[src/rtl/seq_mult_if.sv]
// Handshake and operand/result bundle for the sequential multiplier.
// The requester drives start and the operands; the multiplier answers with busy, done and product.
interface seq_mult_if #(
    parameter int WIDTH = 4
);
    logic                 start;
    logic                 signed_mode;
    logic [WIDTH-1:0]     x;
    logic [WIDTH-1:0]     y;
    logic                 busy;
    logic                 done;
    logic [2*WIDTH-1:0]   product;

    modport master (
        output start, signed_mode, x, y,
        input  busy, done, product
    );

    modport slave (
        input  start, signed_mode, x, y,
        output busy, done, product
    );
endinterface

[src/rtl/seq_mult.sv]
// Radix-2 shift-add multiplier, one iteration per clock, full 2*WIDTH-bit product.
// Signed operands are multiplied as magnitudes and the sign is reapplied to the final result.
module seq_mult #(
    parameter int WIDTH = 4
) (
    input  logic        clk_in,
    input  logic        rst_in,
    seq_mult_if.slave   bus
);
    localparam int CW = $clog2(WIDTH + 1);
    localparam logic [CW-1:0]      LAST_CNT = CW'(WIDTH - 1);
    localparam logic [CW-1:0]      ONE_C    = CW'(1);
    localparam logic [WIDTH-1:0]   ONE_W    = WIDTH'(1);
    localparam logic [2*WIDTH-1:0] ONE_P    = (2*WIDTH)'(1);

    typedef enum logic [1:0] {
        IDLE = 2'd0,
        RUN  = 2'd1,
        DONE = 2'd2
    } state_t;

    state_t               state_q, state_d;
    logic [WIDTH:0]       a_q, a_d;
    logic [WIDTH-1:0]     q_q, q_d;
    logic [WIDTH-1:0]     m_q, m_d;
    logic [CW-1:0]        cnt_q, cnt_d;
    logic                 neg_q, neg_d;
    logic [2*WIDTH-1:0]   product_q, product_d;

    logic [WIDTH-1:0]     x_mag, y_mag;
    logic [WIDTH:0]       sum_w;
    logic [WIDTH:0]       a_sh;
    logic [WIDTH-1:0]     q_sh;
    logic [2*WIDTH-1:0]   raw_w;

    always_ff @(posedge clk_in or negedge rst_in) begin
        if (!rst_in) begin
            state_q   <= IDLE;
            a_q       <= '0;
            q_q       <= '0;
            m_q       <= '0;
            cnt_q     <= '0;
            neg_q     <= 1'b0;
            product_q <= '0;
        end else begin
            state_q   <= state_d;
            a_q       <= a_d;
            q_q       <= q_d;
            m_q       <= m_d;
            cnt_q     <= cnt_d;
            neg_q     <= neg_d;
            product_q <= product_d;
        end
    end

    always_comb begin
        state_d   = state_q;
        a_d       = a_q;
        q_d       = q_q;
        m_d       = m_q;
        cnt_d     = cnt_q;
        neg_d     = neg_q;
        product_d = product_q;

        // The most-negative operand negates to itself, which read as unsigned is its magnitude.
        x_mag = (bus.signed_mode && bus.x[WIDTH-1]) ? (~bus.x + ONE_W) : bus.x;
        y_mag = (bus.signed_mode && bus.y[WIDTH-1]) ? (~bus.y + ONE_W) : bus.y;

        sum_w = q_q[0] ? (a_q + {1'b0, m_q}) : a_q;
        a_sh  = {1'b0, sum_w[WIDTH:1]};
        q_sh  = {sum_w[0], q_q[WIDTH-1:1]};
        // The last iteration's shifted value feeds the result directly so product lands on the RUN->DONE edge.
        raw_w = {a_sh[WIDTH-1:0], q_sh};

        bus.busy    = (state_q == RUN);
        bus.done    = (state_q == DONE);
        bus.product = product_q;

        case (state_q)
            IDLE: begin
                if (bus.start) begin
                    state_d = RUN;
                    m_d     = x_mag;
                    q_d     = y_mag;
                    a_d     = '0;
                    cnt_d   = '0;
                    neg_d   = bus.signed_mode & (bus.x[WIDTH-1] ^ bus.y[WIDTH-1]);
                end
            end
            RUN: begin
                a_d   = a_sh;
                q_d   = q_sh;
                cnt_d = cnt_q + ONE_C;
                if (cnt_q == LAST_CNT) begin
                    state_d   = DONE;
                    product_d = neg_q ? (~raw_w + ONE_P) : raw_w;
                end
            end
            DONE: begin
                state_d = IDLE;
            end
            default: begin
                state_d = IDLE;
            end
        endcase
    end
endmodule

[src/flat_wrapper.sv]
// flat-port wrapper written by rule: the top's interface ports become plain ports
module seq_mult_flat 
#(
    parameter int WIDTH = 4
)
  (clk_in, rst_in, bus_start, bus_signed_mode, bus_x, bus_y, bus_busy, bus_done, bus_product);
  seq_mult_if #(.WIDTH(WIDTH)) bus_i ();
  input  logic clk_in;
  input  logic rst_in;
  input wire logic [$bits(bus_i.start)-1:0] bus_start;
  input wire logic [$bits(bus_i.signed_mode)-1:0] bus_signed_mode;
  input wire logic [$bits(bus_i.x)-1:0] bus_x;
  input wire logic [$bits(bus_i.y)-1:0] bus_y;
  output wire logic [$bits(bus_i.busy)-1:0] bus_busy;
  output wire logic [$bits(bus_i.done)-1:0] bus_done;
  output wire logic [$bits(bus_i.product)-1:0] bus_product;
  assign bus_i.start = bus_start;
  assign bus_i.signed_mode = bus_signed_mode;
  assign bus_i.x = bus_x;
  assign bus_i.y = bus_y;
  assign bus_busy = bus_i.busy;
  assign bus_done = bus_i.done;
  assign bus_product = bus_i.product;
  seq_mult #(.WIDTH(WIDTH)) u_core (.clk_in(clk_in), .rst_in(rst_in), .bus(bus_i));
endmodule
[config.mk]
export PLATFORM = sky130hd
export DESIGN_NAME = seq_mult_flat
export DESIGN_NICKNAME = d
export VERILOG_FILES = /design/src/rtl/seq_mult_if.sv /design/src/rtl/seq_mult.sv /design/src/flat_wrapper.sv
export SDC_FILE = /design/constraint.sdc
export NUM_CORES = 1
export LEC_CHECK = 0
export BUFFER_PORTS_ARGS = -buffer_cell sky130_fd_sc_hd__buf_2
export CAP_MARGIN = 25
export CORE_UTILIZATION = 40
export DETAILED_ROUTE_END_ITERATION = 8
export PLACE_DENSITY = 0.73
export SKIP_CTS_REPAIR_TIMING = 1
export SLEW_MARGIN = 10
export SYNTH_ARGS = -nofsm -noshare
export SYNTH_HDL_FRONTEND = slang
export SYNTH_SLANG_ARGS = --single-unit
[constraint.sdc]
create_clock -name clk_in -period 1.8 [get_ports clk_in]
set_input_delay 0.45 -clock clk_in [delete_from_list [all_inputs] [get_ports clk_in]]
set_output_delay 0.45 -clock clk_in [all_outputs]
set_load 0.01 [all_outputs]
==> results.py <==
metrics = {
    "outcome": {
        "status": "finished with violations",
        "violations": "setup timing",
    },
    "routing": {
        "dr_total_vias": 1137,
        "viasPerCell": 4.92,
        "drt_iter0_markers": 38,
        "wire_per_inst_um": 11.5,
        "drt.antenna.violating_nets": 0,
        "remaining_drc_errors": 0,
        "dr.pass1.iters": 4,
        "routed_wl_um": 2650,
    },
    "cells_and_area": {
        "drive_gt1_share_pct": 24.9,
        "syn_to_final_growth_pct": 23.8,
        "num-fill-cells": 321,
        "nNetsFinal": 208,
        "utilization_pct": 52.5,
        "seqCellArea_um2": 651,
        "finalInstanceArea_um2": 1780,
        "antenna_cells": 0,
        "multi_input_area_um2": 777,
    },
    "synth": {
        "syn_nets": 174,
        "yosysWarningCount": 0,
        "synth_area_leader_cell": "dfrtp_1",
        "synth_top_area_share_pct": 45.3,
        "ys_seq_elements": 26,
        "synthesis.area_um2": 1440,
        "ys_top_cells_by_area": "dfrtp_1 (45%), ha_1 (7.8%), o21ai_0 (7.3%), nand2_1 (6.0%), xnor2_1 (3.7%)",
        "synth_common_cells": "dfrtp_1 (26), nand2_1 (23), o21ai_0 (21), inv_1 (12), ha_1 (9)",
        "async_reset_ff_share_pct": 100,
        "yosys.cell_count.top_type": "dfrtp_1",
        "ys_seq_area_share_pct": 45.3,
        "synth_cells": 152,
        "ys.flop_type": "dfrtp_1",
        "synth_edf_count": 0,
        "avgSynthCellArea_um2": 9.45,
        "synth_cell_type_count": 32,
    },
    "pwr": {
        "p_switching_mw": 1.22,
        "power_frac_comb_pct": 52.9,
        "seq_power_share_pct": 34.0,
        "irDropWorstVdd_uv": 512,
        "power.leakage_nw": 0.858,
        "p_int_mw": 1.85,
        "p_clk_share_pct": 13.0,
        "power_density_nw_per_um2": 1720,
        "power.share.switching_pct": 39.7,
    },
    "clocking": {
        "cts_tree": "yes",
        "numCtsBuffers": 3,
        "root_buffer": "clkbuf_4",
        "clk_path_buf_depth": 2,
        "path_clk_slew_ns": 0.15,
        "clk_latency_ns": 0.32,
        "cts_num_sinks": 26,
        "cts_max_level": 1,
    },
    "die": {
        "io-pin-count": 22,
        "coreArea_um2": 3390,
        "die_y_um": 61.9,
        "die-area_um2": 3830,
        "initial_utilization_pct": 42.4,
        "die_w_um": 61.9,
        "rows": 21,
    },
    "hold_path": {
        "min_path_type": "primary input to async pin",
    },
    "critical_path": {
        "critPathRequiredTime_ns": 2.00,
        "timing.rr.start": "u_core.m_q[0]",
        "rr_endpoint": "u_core.bus.product[7]",
        "cp-start-kind": "register",
        "crit_type": "register to register",
        "path_max_fanout": 2,
        "cp.arrival_ns": 2.12,
        "reg2regPathDepth": 7,
        "worstSetupEndpointType": "register",
        "ff2ff_setup_slack_ns": -0.12,
    },
    "timing": {
        "slew_violations": 0,
        "fmax_mhz": 521,
        "fin_crit_ns": 1.92,
        "fin_crit_sh_pct": 107,
        "tns_ns": -0.224,
        "hold_viol_final": 0,
        "fin_ws_ns": -0.119,
        "skew_ns": 0.00826,
        "tightest_slew_ns": 0.549,
        "setup_viol": 3,
        "rsz0062_at_grt": "true",
        "maxSlewHeadroom_pct": 63.4,
    },
    "placed_design": {
        "place.port_buffers": 21,
        "place_congestion": 0.815,
        "place_hpwl_um": 1960,
        "placed_cell_area_um2": 1660,
    },
    "global_routing": {
        "grt_max_degree": 27,
        "grt_pass1_vias": 1033,
        "grt_pass1_wl_um": 4390,
        "grt_use_total_pct": 16.1,
        "antenna_found_initial": 0,
        "gr-total-overflow": 0,
    },
    "flow_run": {
        "drv_cap": 0,
    },
}
-- worst max-delay path, cell delays in order, from the launching register on --
cell and delay, ns:
dfrtp_1 0.41, ha_2 0.20, fa_2 0.52, mux2i_2 0.07
and3_4 0.20, a31oi_4 0.17, xor2_1 0.16, o21ai_1 0.07
-- power groups by stage --
stage,Clock (mW),Sequential (mW),Combinational [mW]
final,0.399,1.04,1.62
after global routing,0.432,1.09,1.85
after CTS,0.408,1.03,1.50
after detailed placement,0,1.05,1.50
after global placement,0,1.04,1.47
after floorplan,0,1.04,0.982
-- final cells by class --
type                            instances  area share, %
Clock buffer                            3           1.27
Timing Repair Buffer                   33           11.0
Inverter                               12           2.53
Clock inverter                          1           1.69
Sequential cell                        26           36.6
Multi-Input combinational cell        110           43.7
Tap cell                               46           3.24
-- logic make-up (layout without fill, tap and decap cells) --
logic type                 Yosys count  count (layout)  synth area share, %
adders and majority gates           10              10                 9.23
and+or+nand+nor                     49              49                 16.6
xor gates and xnor gates            10              10                 6.10
muxes                                5               5                 3.48
DFF                                 26              26                 45.3
AOI/OAI and AO/OA                   36              36                 14.5
buffers and inverters               16              49                 4.79
-- flip-flops by register name, summed over array words and instances, names as in the netlist --
signal / count
u_core.state_q: 2
u_core.a_q: 4
u_core.m_q: 4
u_core.neg_q: 1
u_core.cnt_q: 3
u_core.q_q: 4
u_core.bus.product: 8
-- cells in the final DEF, fill, tap and decap left out, drive strengths merged --
cell	n
a21oi	2
a22oi	2
a311oi	1
a31oi	2
a32oi	1
and2	1
and3	2
and4bb	1
buf	33
bufinv	1
clkbuf	3
dfrtp	26
fa	1
ha	9
inv	12
mux2i	5
nand2	23
nand2b	2
nand3	7
nand3b	1
nand4b	1
nand4bb	1
nor2	6
nor2b	3
nor3	1
o21ai	25
o221ai	1
o31ai	2
xnor2	6
xor2	4
-- per-stage QoR --
step	std cells	hold WS (ns)	setup WS (ns)	power, mW
global route	231	0.113	-0.191	3.38
finish	231	0.0875	-0.119	3.07
global placement	226	0.458	-0.0561	2.51
CTS	230	0.102	-0.117	2.94
floorplan	152	0.154	-0.0378	2.02
detailed placement	226	0.468	-0.0988	2.54
-- worst max path at each step --
stage             startpoint               endpoint  slack (ns)  depth (start not counted)
2_1_floorplan  u_core.a_q[0]  u_core.bus.product[7]       -0.04                          7
3_3_place_gp   u_core.m_q[0]  u_core.bus.product[7]       -0.06                          7
3_5_place_dp   u_core.m_q[0]  u_core.bus.product[7]        -0.1                          7
4_1_cts        u_core.m_q[0]  u_core.bus.product[7]       -0.12                          7
5_1_grt        u_core.m_q[0]  u_core.bus.product[7]       -0.19                          7
6_report       u_core.m_q[0]  u_core.bus.product[7]       -0.12                          7
-- per-layer routing --
layer	vias to the layer above	GRT usage, %	wire length, µm
li1	592	-	-
met1	523	19.6	1310
met2	22	28.7	1260
met3	0	1.86	78
met4	0	6.67	0
met5	-	0	0
Power figures use the tool's default switching activity.
